--- src/rtl/planificador_mantenimiento_if.sv ---
// Bundle of request/grant and status signals between the units and the
// maintenance scheduler. The scheduler is the slave and the requesting side
// is the master.
interface planificador_mantenimiento_if #(
    parameter int N   = 4,
    parameter int IDW = 3
);
    logic [N-1:0]   solicitud;
    logic [N-1:0]   fin;
    logic           borrar_error;
    logic [N-1:0]   concesion;
    logic           ocupado;
    logic [IDW-1:0] id_activo;
    logic [7:0]     num_servicios;
    logic           error_timeout;
    logic [IDW-1:0] id_error;
    logic [N-1:0]   mascara;

    modport master (
        output solicitud, fin, borrar_error,
        input  concesion, ocupado, id_activo, num_servicios,
               error_timeout, id_error, mascara
    );

    modport slave (
        input  solicitud, fin, borrar_error,
        output concesion, ocupado, id_activo, num_servicios,
               error_timeout, id_error, mascara
    );
endinterface

--- src/rtl/planificador_mantenimiento.sv ---
// Round-robin scheduler for a single shared maintenance station. One unit is
// granted at a time, each service is timed against a cycle budget, overrunning
// units are masked out for good, and completed services are counted.
module planificador_mantenimiento #(
    parameter int N          = 4,
    parameter int MAX_CICLOS = 200,
    parameter int IDW        = 3
) (
    input logic                        clk,
    input logic                        reset,
    planificador_mantenimiento_if.slave bus
);

    typedef enum logic [1:0] {
        ESPERA = 2'b00,
        ACTIVO = 2'b01,
        ERROR  = 2'b10
    } estado_t;

    estado_t        estado_q;
    logic [N-1:0]   concesion_q;
    logic [IDW-1:0] id_activo_q;
    logic [IDW-1:0] puntero_q;
    logic [IDW-1:0] id_error_q;
    logic [N-1:0]   mascara_q;
    logic [7:0]     cuenta_q;
    logic [7:0]     ciclos_q;

    logic [N-1:0]   elegible;
    logic [2*N-1:0] doble;
    logic [N-1:0]   rotado;
    logic           hay_ganador_d;
    logic [IDW-1:0] ganador_d;
    logic [IDW:0]   suma;
    logic           fin_activo;
    logic [IDW-1:0] siguiente;

    // Pick the first eligible unit at or after the pointer, wrapping around,
    // by rotating the eligible vector so the pointer lands on bit 0.
    always_comb begin
        elegible      = bus.solicitud & ~mascara_q;
        doble         = {elegible, elegible} >> puntero_q;
        rotado        = doble[N-1:0];
        hay_ganador_d = 1'b0;
        ganador_d     = '0;
        suma          = '0;
        for (int i = 0; i < N; i++) begin
            if (!hay_ganador_d && rotado[i]) begin
                hay_ganador_d = 1'b1;
                suma          = {1'b0, puntero_q} + (IDW+1)'(i);
                if (suma >= (IDW+1)'(N)) begin
                    suma = suma - (IDW+1)'(N);
                end
                ganador_d = suma[IDW-1:0];
            end
        end
    end

    // Completion is only honoured from the unit that holds the grant, and the
    // next search starts just after that unit.
    always_comb begin
        fin_activo = |(bus.fin & concesion_q);
        siguiente  = (id_activo_q == IDW'(N-1)) ? '0 : id_activo_q + 1'b1;
    end

    // Scheduler state machine: arbitrate in ESPERA, time the service in
    // ACTIVO, and park in ERROR after an overrun until it is cleared.
    always_ff @(posedge clk or posedge reset) begin
        if (reset) begin
            estado_q    <= ESPERA;
            concesion_q <= '0;
            id_activo_q <= '0;
            puntero_q   <= '0;
            id_error_q  <= '0;
            mascara_q   <= '0;
            cuenta_q    <= '0;
            ciclos_q    <= '0;
        end else begin
            case (estado_q)
                ESPERA: begin
                    if (hay_ganador_d) begin
                        estado_q    <= ACTIVO;
                        concesion_q <= N'(1) << ganador_d;
                        id_activo_q <= ganador_d;
                        ciclos_q    <= '0;
                    end
                end
                ACTIVO: begin
                    ciclos_q <= ciclos_q + 8'd1;
                    if (fin_activo) begin
                        cuenta_q    <= (cuenta_q >= 8'hFE) ? 8'hFE : cuenta_q + 8'd1;
                        puntero_q   <= siguiente;
                        concesion_q <= '0;
                        estado_q    <= ESPERA;
                    end else if (ciclos_q == 8'(MAX_CICLOS - 1)) begin
                        estado_q    <= ERROR;
                        id_error_q  <= id_activo_q;
                        mascara_q   <= mascara_q | concesion_q;
                        concesion_q <= '0;
                        puntero_q   <= siguiente;
                    end
                end
                ERROR: begin
                    if (bus.borrar_error) begin
                        estado_q <= ESPERA;
                    end
                end
                default: begin
                    estado_q    <= ESPERA;
                    concesion_q <= '0;
                end
            endcase
        end
    end

    // While in ERROR the count is hidden behind 8'hFF but kept internally.
    always_comb begin
        bus.concesion     = concesion_q;
        bus.ocupado       = |concesion_q;
        bus.id_activo     = id_activo_q;
        bus.error_timeout = (estado_q == ERROR);
        bus.num_servicios = (estado_q == ERROR) ? 8'hFF : cuenta_q;
        bus.id_error      = id_error_q;
        bus.mascara       = mascara_q;
    end

endmodule

--- src/flat_wrapper.sv ---
// flat-port wrapper written by rule: the top's interface ports become plain ports
module planificador_mantenimiento_flat 
#(
    parameter int N          = 4,
    parameter int MAX_CICLOS = 200,
    parameter int IDW        = 3
)
  (clk, reset, bus_solicitud, bus_fin, bus_borrar_error, bus_concesion, bus_ocupado, bus_id_activo, bus_num_servicios, bus_error_timeout, bus_id_error, bus_mascara);
  planificador_mantenimiento_if #(.N(N), .IDW(IDW)) bus_i ();
  input logic clk;
  input logic reset;
  input wire logic [$bits(bus_i.solicitud)-1:0] bus_solicitud;
  input wire logic [$bits(bus_i.fin)-1:0] bus_fin;
  input wire logic [$bits(bus_i.borrar_error)-1:0] bus_borrar_error;
  output wire logic [$bits(bus_i.concesion)-1:0] bus_concesion;
  output wire logic [$bits(bus_i.ocupado)-1:0] bus_ocupado;
  output wire logic [$bits(bus_i.id_activo)-1:0] bus_id_activo;
  output wire logic [$bits(bus_i.num_servicios)-1:0] bus_num_servicios;
  output wire logic [$bits(bus_i.error_timeout)-1:0] bus_error_timeout;
  output wire logic [$bits(bus_i.id_error)-1:0] bus_id_error;
  output wire logic [$bits(bus_i.mascara)-1:0] bus_mascara;
  assign bus_i.solicitud = bus_solicitud;
  assign bus_i.fin = bus_fin;
  assign bus_i.borrar_error = bus_borrar_error;
  assign bus_concesion = bus_i.concesion;
  assign bus_ocupado = bus_i.ocupado;
  assign bus_id_activo = bus_i.id_activo;
  assign bus_num_servicios = bus_i.num_servicios;
  assign bus_error_timeout = bus_i.error_timeout;
  assign bus_id_error = bus_i.id_error;
  assign bus_mascara = bus_i.mascara;
  planificador_mantenimiento #(.N(N), .MAX_CICLOS(MAX_CICLOS), .IDW(IDW)) u_core (.clk(clk), .reset(reset), .bus(bus_i));
endmodule
--- config.mk ---
export PLATFORM = sky130hd
export DESIGN_NAME = planificador_mantenimiento_flat
export DESIGN_NICKNAME = d
export VERILOG_FILES = /design/src/rtl/planificador_mantenimiento_if.sv /design/src/rtl/planificador_mantenimiento.sv /design/src/flat_wrapper.sv
export SDC_FILE = /design/constraint.sdc
export NUM_CORES = 1
export LEC_CHECK = 0
export ABC_AREA = 1
export CORE_MARGIN = 10
export CORE_UTILIZATION = 40
export CTS_BUF_LIST = sky130_fd_sc_hd__clkbuf_8
export DETAILED_ROUTE_END_ITERATION = 12
export GPL_TIMING_DRIVEN = 0
export PLACE_DENSITY = 0.72
export SLEW_MARGIN = 30
export SYNTH_ARGS = -nofsm -noshare
export SYNTH_HDL_FRONTEND = slang
export SYNTH_SLANG_ARGS = --single-unit
--- constraint.sdc ---
create_clock -name clk -period 1.6 [get_ports clk]
set_clock_uncertainty 0.2 [all_clocks]
set_input_delay 0.16 -clock clk [delete_from_list [all_inputs] [get_ports clk]]
set_output_delay 0.16 -clock clk [all_outputs]
set_load 0.02 [all_outputs]
# Word level (Yosys, flattened, before mapping)
# Cells that the tools add are included.
# op_classes
magnitude_cmp,5
bitwise,6
n_addsub,10
n_reduce_logical,18
shifts,2
eq_ne,7
mux,28
# op_table
op,n
$mux W3,11
$mux W8,3
$add A8 B1 Y8 const B,2
$pmux W8 S2,1
$ge A4 B3 Y1 const B,3
$mux W4,3
$pmux W4 S3,1
$sub A3 B3 Y3 const B,4
$reduce_and A3 Y1,3
$add A3 B2 Y4 const B,2
$and A4 B4 Y4,2
$eq A8 B8 Y1 const B,1
$ge A8 B8 Y1 const B,1
$mux W2,4
$reduce_and A2 Y1,4
$reduce_or A4 Y1,2
$shr A8 B3 Y4,1
$pmux W2 S3,1
$add A3 B1 Y4 const B,1
$mux W1,4
$not A4 Y4,1
$or A4 B4 Y4,1
$reduce_bool A2 Y1,2
$shl A1 B3 Y4 const A,1
other kinds (12),17
# word_totals
ff_bits,35
in_bits,11
word_cells,84
output_inout_bits,24

# Longest topological paths before layout
# logic_depth
ltp_word,16
ltp_mapped,13
mapped_depth_nobuf,13

# Worst setup path before layout
# Ideal clock, no wire load.
# synth_path
path_type,flip-flop to flip-flop
start,register u_core.concesion_q[3] (netlist: u_core.bus.concesion[3])
end,register u_core.puntero_q[2]
path_buffers,0
period_less_slack_ns,1.744
arrival_ns,1.419
path_stages_with_launch,5
required_ns,1.275
setup_slack_ns,-0.144
setup_ns,0.125
path_cell_list,dfrtp_1 -> a22o_1 -> nor2_1 -> o21ai_0 -> mux2_2
# synth_between
elab_chain_len,4
elab_cells_between_ends,5
# synth_lines
element,line_no,text
"start, declared",planificador_mantenimiento.sv:21,logic [N-1:0] concesion_q;
"start signal, assigned",planificador_mantenimiento.sv:83,concesion_q <= N'(1) << ganador_d;
$and A4 B4 Y4 (*),planificador_mantenimiento.sv:62,fin_activo = |(bus.fin & concesion_q);
$reduce_or A4 Y1 (*),planificador_mantenimiento.sv:62,
$reduce_bool A2 Y1 (no source line),-,
$reduce_and A2 Y1 (no source line),-,
"end signal, assigned",planificador_mantenimiento.sv:92,puntero_q <= siguiente;
"end signal, assigned",planificador_mantenimiento.sv:100,puntero_q <= siguiente;
"end, declared",planificador_mantenimiento.sv:23,logic [IDW-1:0] puntero_q;
# Mark *: on every way between the ends. The rest lies on a longest branch, timed or not.
# A chain may end at the register's enable or synchronous reset.

# Final worst setup path
# layout_path
start,register u_core.puntero_q[0]
end,register u_core.ciclos_q[3]
# layout_between
elab_chain_len,13
# layout_lines
element,line_no,text
$shr A8 B3 Y4 (*),planificador_mantenimiento.sv:42,"doble = {elegible, elegible} >> puntero_q;"
$mux W1,planificador_mantenimiento.sv:48,if (!hay_ganador_d && rotado[i]) begin
$logic_not A1 Y1,planificador_mantenimiento.sv:48,
$logic_and A1 B1 Y1,planificador_mantenimiento.sv:48,
$mux W1,planificador_mantenimiento.sv:48,
$logic_not A1 Y1,planificador_mantenimiento.sv:48,
$logic_and A1 B1 Y1,planificador_mantenimiento.sv:48,
$mux W1,planificador_mantenimiento.sv:48,
$logic_not A1 Y1,planificador_mantenimiento.sv:48,
$logic_and A1 B1 Y1,planificador_mantenimiento.sv:48,
$mux W1 (*),planificador_mantenimiento.sv:48,
$ne A2 B1 Y1 (no source line) (*),-,
$reduce_and A2 Y1 (no source line) (*),-,
"end signal, assigned",planificador_mantenimiento.sv:89,ciclos_q <= ciclos_q + 8'd1;
"end, declared",planificador_mantenimiento.sv:27,logic [7:0] ciclos_q;
# Marks and branches as above.

==> results.sh <==
export IMPL_worstReg2RegStart="u_core.puntero_q[0]$_DFFE_PP0P_"
export IMPL_pwr_share_clk_pct=39.8
export IMPL_fp_dieH_microns=91.6
export IMPL_synthCells=269
export IMPL_fin_crit_ns=1.86
export IMPL_swShare_pct=22.6
export IMPL_numCtsBuffers=5
export IMPL_critPathMaxStageDelay_ns=0.45
export IMPL_p_leak_uw=0.00160
export IMPL_rsz0062_at_grt="yes"
export IMPL_synth_top_area_cell="dfrtp_1"
export IMPL_synth_area_per_cell_sq_um=7.62
export IMPL_grt_usage_pct=13.3
export IMPL_fmax_mhz=537
export IMPL_slew_violations=0
export IMPL_start_util_pct=40.7
export IMPL_p_per_area_nw_per_um2=479
export IMPL_cp_end_kind="flip-flop"
export IMPL_cp_required_ns=1.62
export IMPL_hold_ws_ns=0.114
export IMPL_first_iter_violations=185
export IMPL_syn_nets=285
export IMPL_cts_sinks=35
export IMPL_start_kind="flip-flop"
export IMPL_first_pass_iters=4
export IMPL_final_setup_viol_count=35
export IMPL_drt_total_wl_mm=6.32
export IMPL_core_area_sq_um=5040
export IMPL_clock_path_buffers=2
export IMPL_io_buffers=34
export IMPL_r2r_slack_ns=-0.26
export IMPL_ys_ff_latch=35
export IMPL_grt_start_max_net_pins=36
export IMPL_critPathArrivalTime_ns=1.89
export IMPL_tightest_slew_ns=0.725
export IMPL_crit_fanout=7
export IMPL_vias=2200
export IMPL_drtAntennaViolNets=0
export IMPL_internal_power_uw=1200
export IMPL_max_vdd_ir_drop_mv=0.337
export IMPL_netlist_cell_type_count=30
export IMPL_wire_per_inst_microns=15.2
export IMPL_slew_headroom_pct=51.6
export IMPL_cpLargestDelayFamily="simple AND/OR/NAND/NOR gates"
export IMPL_power_switching_uw=350
export IMPL_clkLatencyLatePin_ns=0.29
export IMPL_ys_warn_count=0
export IMPL_placed_area_sq_um=2520
export IMPL_critPathSlowestCell="dfrtp_2"
export IMPL_insertedDiodeCount=0
export IMPL_htreeDepth=2
export IMPL_timing_final_crit_share_pct=116
export IMPL_die_area_sq_um=8390
export IMPL_nFillCells=398
export IMPL_antenna_found_initial=0
export IMPL_drcViolationCount=0
export IMPL_path_common_cell="nand3_4"
export IMPL_crit_type="reg -> reg"
export IMPL_outcome="finished with violations"
export IMPL_design_area_sq_um=3230
export IMPL_synth_area_top_cells="dfrtp_1 (43%), nand2_1 (12%), inv_1 (7.5%)"
export IMPL_syn_cell_area_sq_um=2050
export IMPL_violations="setup timing"
export IMPL_ctsHoldBuffers=0
export IMPL_nets=362
export IMPL_worstHoldPathType="in -> async"
export IMPL_root_buffer="clkbuf_8"
export IMPL_setup_ws_ns=-0.263
export IMPL_hpwl_mm=3.69
export IMPL_rr_worst_depth=8
export IMPL_seq_area_frac_synth_pct=42.7
export IMPL_p_seq_share_pct=57.1
export IMPL_drive_above_1_share_pct=46.7
export IMPL_overflow=0
export IMPL_synth_top_area_share_pct=42.7
export IMPL_grt_pass1_wl_mm=9.38
export IMPL_fp_dieW_microns=91.6
export IMPL_drt_vias_per_instance=5.28
export IMPL_cts_tree="done"
export IMPL_cap_violations=0
export IMPL_ios=35
export IMPL_fin_tns_setup_ns=-4.79
export IMPL_power_share_combinational_pct=3.2
export IMPL_dp_slack_ns=-0.362
export IMPL_row_count=26
export IMPL_clk_pin_slew_ns=0.08
export IMPL_grt_pass1_vias=2054
export IMPL_timing_critical_path_cells="clkinv_4, nand3_4, nand3_1, nand2_2, nand3_4, o21ai_4, nand2_4, o21ai_2"
export IMPL_areaGrowthSynthToFinish_pct=57.7
export IMPL_hold_violations=0
export IMPL_cp_num_buf_inv=1
export IMPL_place_gp_congestion=0.833
export IMPL_reg2reg_to="u_core.ciclos_q[3]$_DFFE_PP0P_"
export IMPL_total_power_uw=1550
[timing repair]
item	CTS	global route
setup buffers	16	18
gates resized for setup	85	101
pin swaps	15	20
gates cloned	1	1
endpoints found under the setup margin	57	45
[sequential cells by signal, summed over array words and instances, names as in the netlist]
register	cells
u_core.bus.id_error	3
u_core.estado_q	2
u_core.bus.id_activo	3
u_core.bus.mascara	4
u_core.cuenta_q	8
u_core.bus.concesion	4
u_core.puntero_q	3
u_core.ciclos_q	8
[metrics by stage]
| step | std cells | util [%] |
|---|---|---|
| final | 417 | 64.1 |
| after global routing | 417 | 64.1 |
| after CTS | 398 | 56.0 |
| after detailed placement | 373 | 50.0 |
| after global placement | 373 | 50.0 |
| after floorplan | 269 | - |
[layout by cell type, fill, tap and decap left out, drive strengths merged]
| master | synthesis | layout |
|---|---|---|
| nand4 | 5 | 5 |
| ha | 5 | 5 |
| dfrtp | 35 | 35 |
| nand2 | 72 | 72 |
| buf | 2 | 46 |
| xor2 | 1 | 1 |
| o21ai | 30 | 30 |
| nand3b | 1 | 1 |
| nand3 | 33 | 34 |
| o21a | 1 | 1 |
| a21boi | 1 | 1 |
| a21oi | 4 | 4 |
| clkdlybuf4s50 | 0 | 10 |
| nor2 | 24 | 24 |
| a31oi | 2 | 2 |
| inv | 44 | 47 |
| nor3 | 5 | 5 |
| clkbuf | 0 | 5 |
| clkinv | 1 | 2 |
| a22o | 1 | 1 |
| o32ai | 1 | 1 |
| dlygate4sd2 | 0 | 14 |
| mux2 | 1 | 1 |
[kinds of logic after synthesis]
kind of cell / Yosys count / synth area share (%)
and+or+nand+nor: 140 / 32.0
muxes: 1 / 0.549
AOI/OAI and AO/OA: 40 / 12.5
adders and majority gates: 5 / 3.05
xor gates and xnor gates: 1 / 0.427
buffers and inverters: 47 / 8.72
DFF: 35 / 42.7
[final cells by class]
type | instances | area, sq um | share of cell area, %
inverter | 45 | 179 | 5.53
timing repair buffer | 68 | 601 | 18.6
buffer | 2 | 18.8 | 0.580
sequential | 35 | 886 | 27.4
clock inverter | 3 | 12.5 | 0.387
tap | 70 | 87.6 | 2.71
timing repair inverter | 1 | 8.76 | 0.271
clock buffer | 5 | 68.8 | 2.13
multi-input combinational | 188 | 1370 | 42.4
[metal layers]
layer / wire length (microns) / global-route usage, % / vias up
li1: - / - / 1035
met1: 2520 / 15.3 / 1079
met2: 3310 / 22.4 / 68
met3: 384 / 4.36 / 18
met4: 102 / 5.09 / 0
met5: 0 / 0 / -
[synth_stat cells (all sizes together)]
library cell	number
a31oi	2
ha	5
o21a	1
dfrtp	35
nand3b	1
nand2	72
nand3	33
mux2	1
a21boi	1
clkinv	1
nand4	5
a22o	1
inv	44
a21oi	4
buf	2
nor3	5
xor2	1
o21ai	30
o32ai	1
nor2	24
[power by group through the flow]
stage | registers [uW] | clock network, uW | logic (uW)
final | 884 | 616 | 49.3
after global routing | 884 | 651 | 53.9
after CTS | 884 | 619 | 47.6
after detailed placement | 901 | 0 | 47.0
after global placement | 901 | 0 | 47.1
after floorplan | 901 | 0 | 13.2
[worst reg2reg max path, stage by stage (launching register included)]
cell	delay, ns
dfrtp_2	0.45
clkinv_4	0.12
nand3_4	0.11
nand3_1	0.11
nand2_2	0.15
nand3_4	0.14
o21ai_4	0.24
nand2_4	0.14
o21ai_2	0.14
[worst max-delay path by stage]
stage	start	end	slack, ns	cells after the start
2_1_floorplan	u_core.ciclos_q[0]$_DFFE_PP0P_	u_core.puntero_q[2]$_DFFE_PP0P_	-0.04	8
5_1_grt	u_core.puntero_q[0]$_DFFE_PP0P_	u_core.bus.concesion[1]$_DFFE_PP0P_	-0.40	11
3_3_place_gp	reset	u_core.bus.mascara[1]$_DFFE_PP0P_	-0.49	2
6_report	u_core.puntero_q[0]$_DFFE_PP0P_	u_core.ciclos_q[3]$_DFFE_PP0P_	-0.26	8
3_5_place_dp	bus_fin[3]	u_core.bus.id_error[1]$_DFFE_PP0P_	-0.36	5
4_1_cts	u_core.puntero_q[0]$_DFFE_PP0P_	u_core.bus.id_activo[1]$_DFFE_PP0P_	-0.15	12
(Power assumes the default switching activity.)
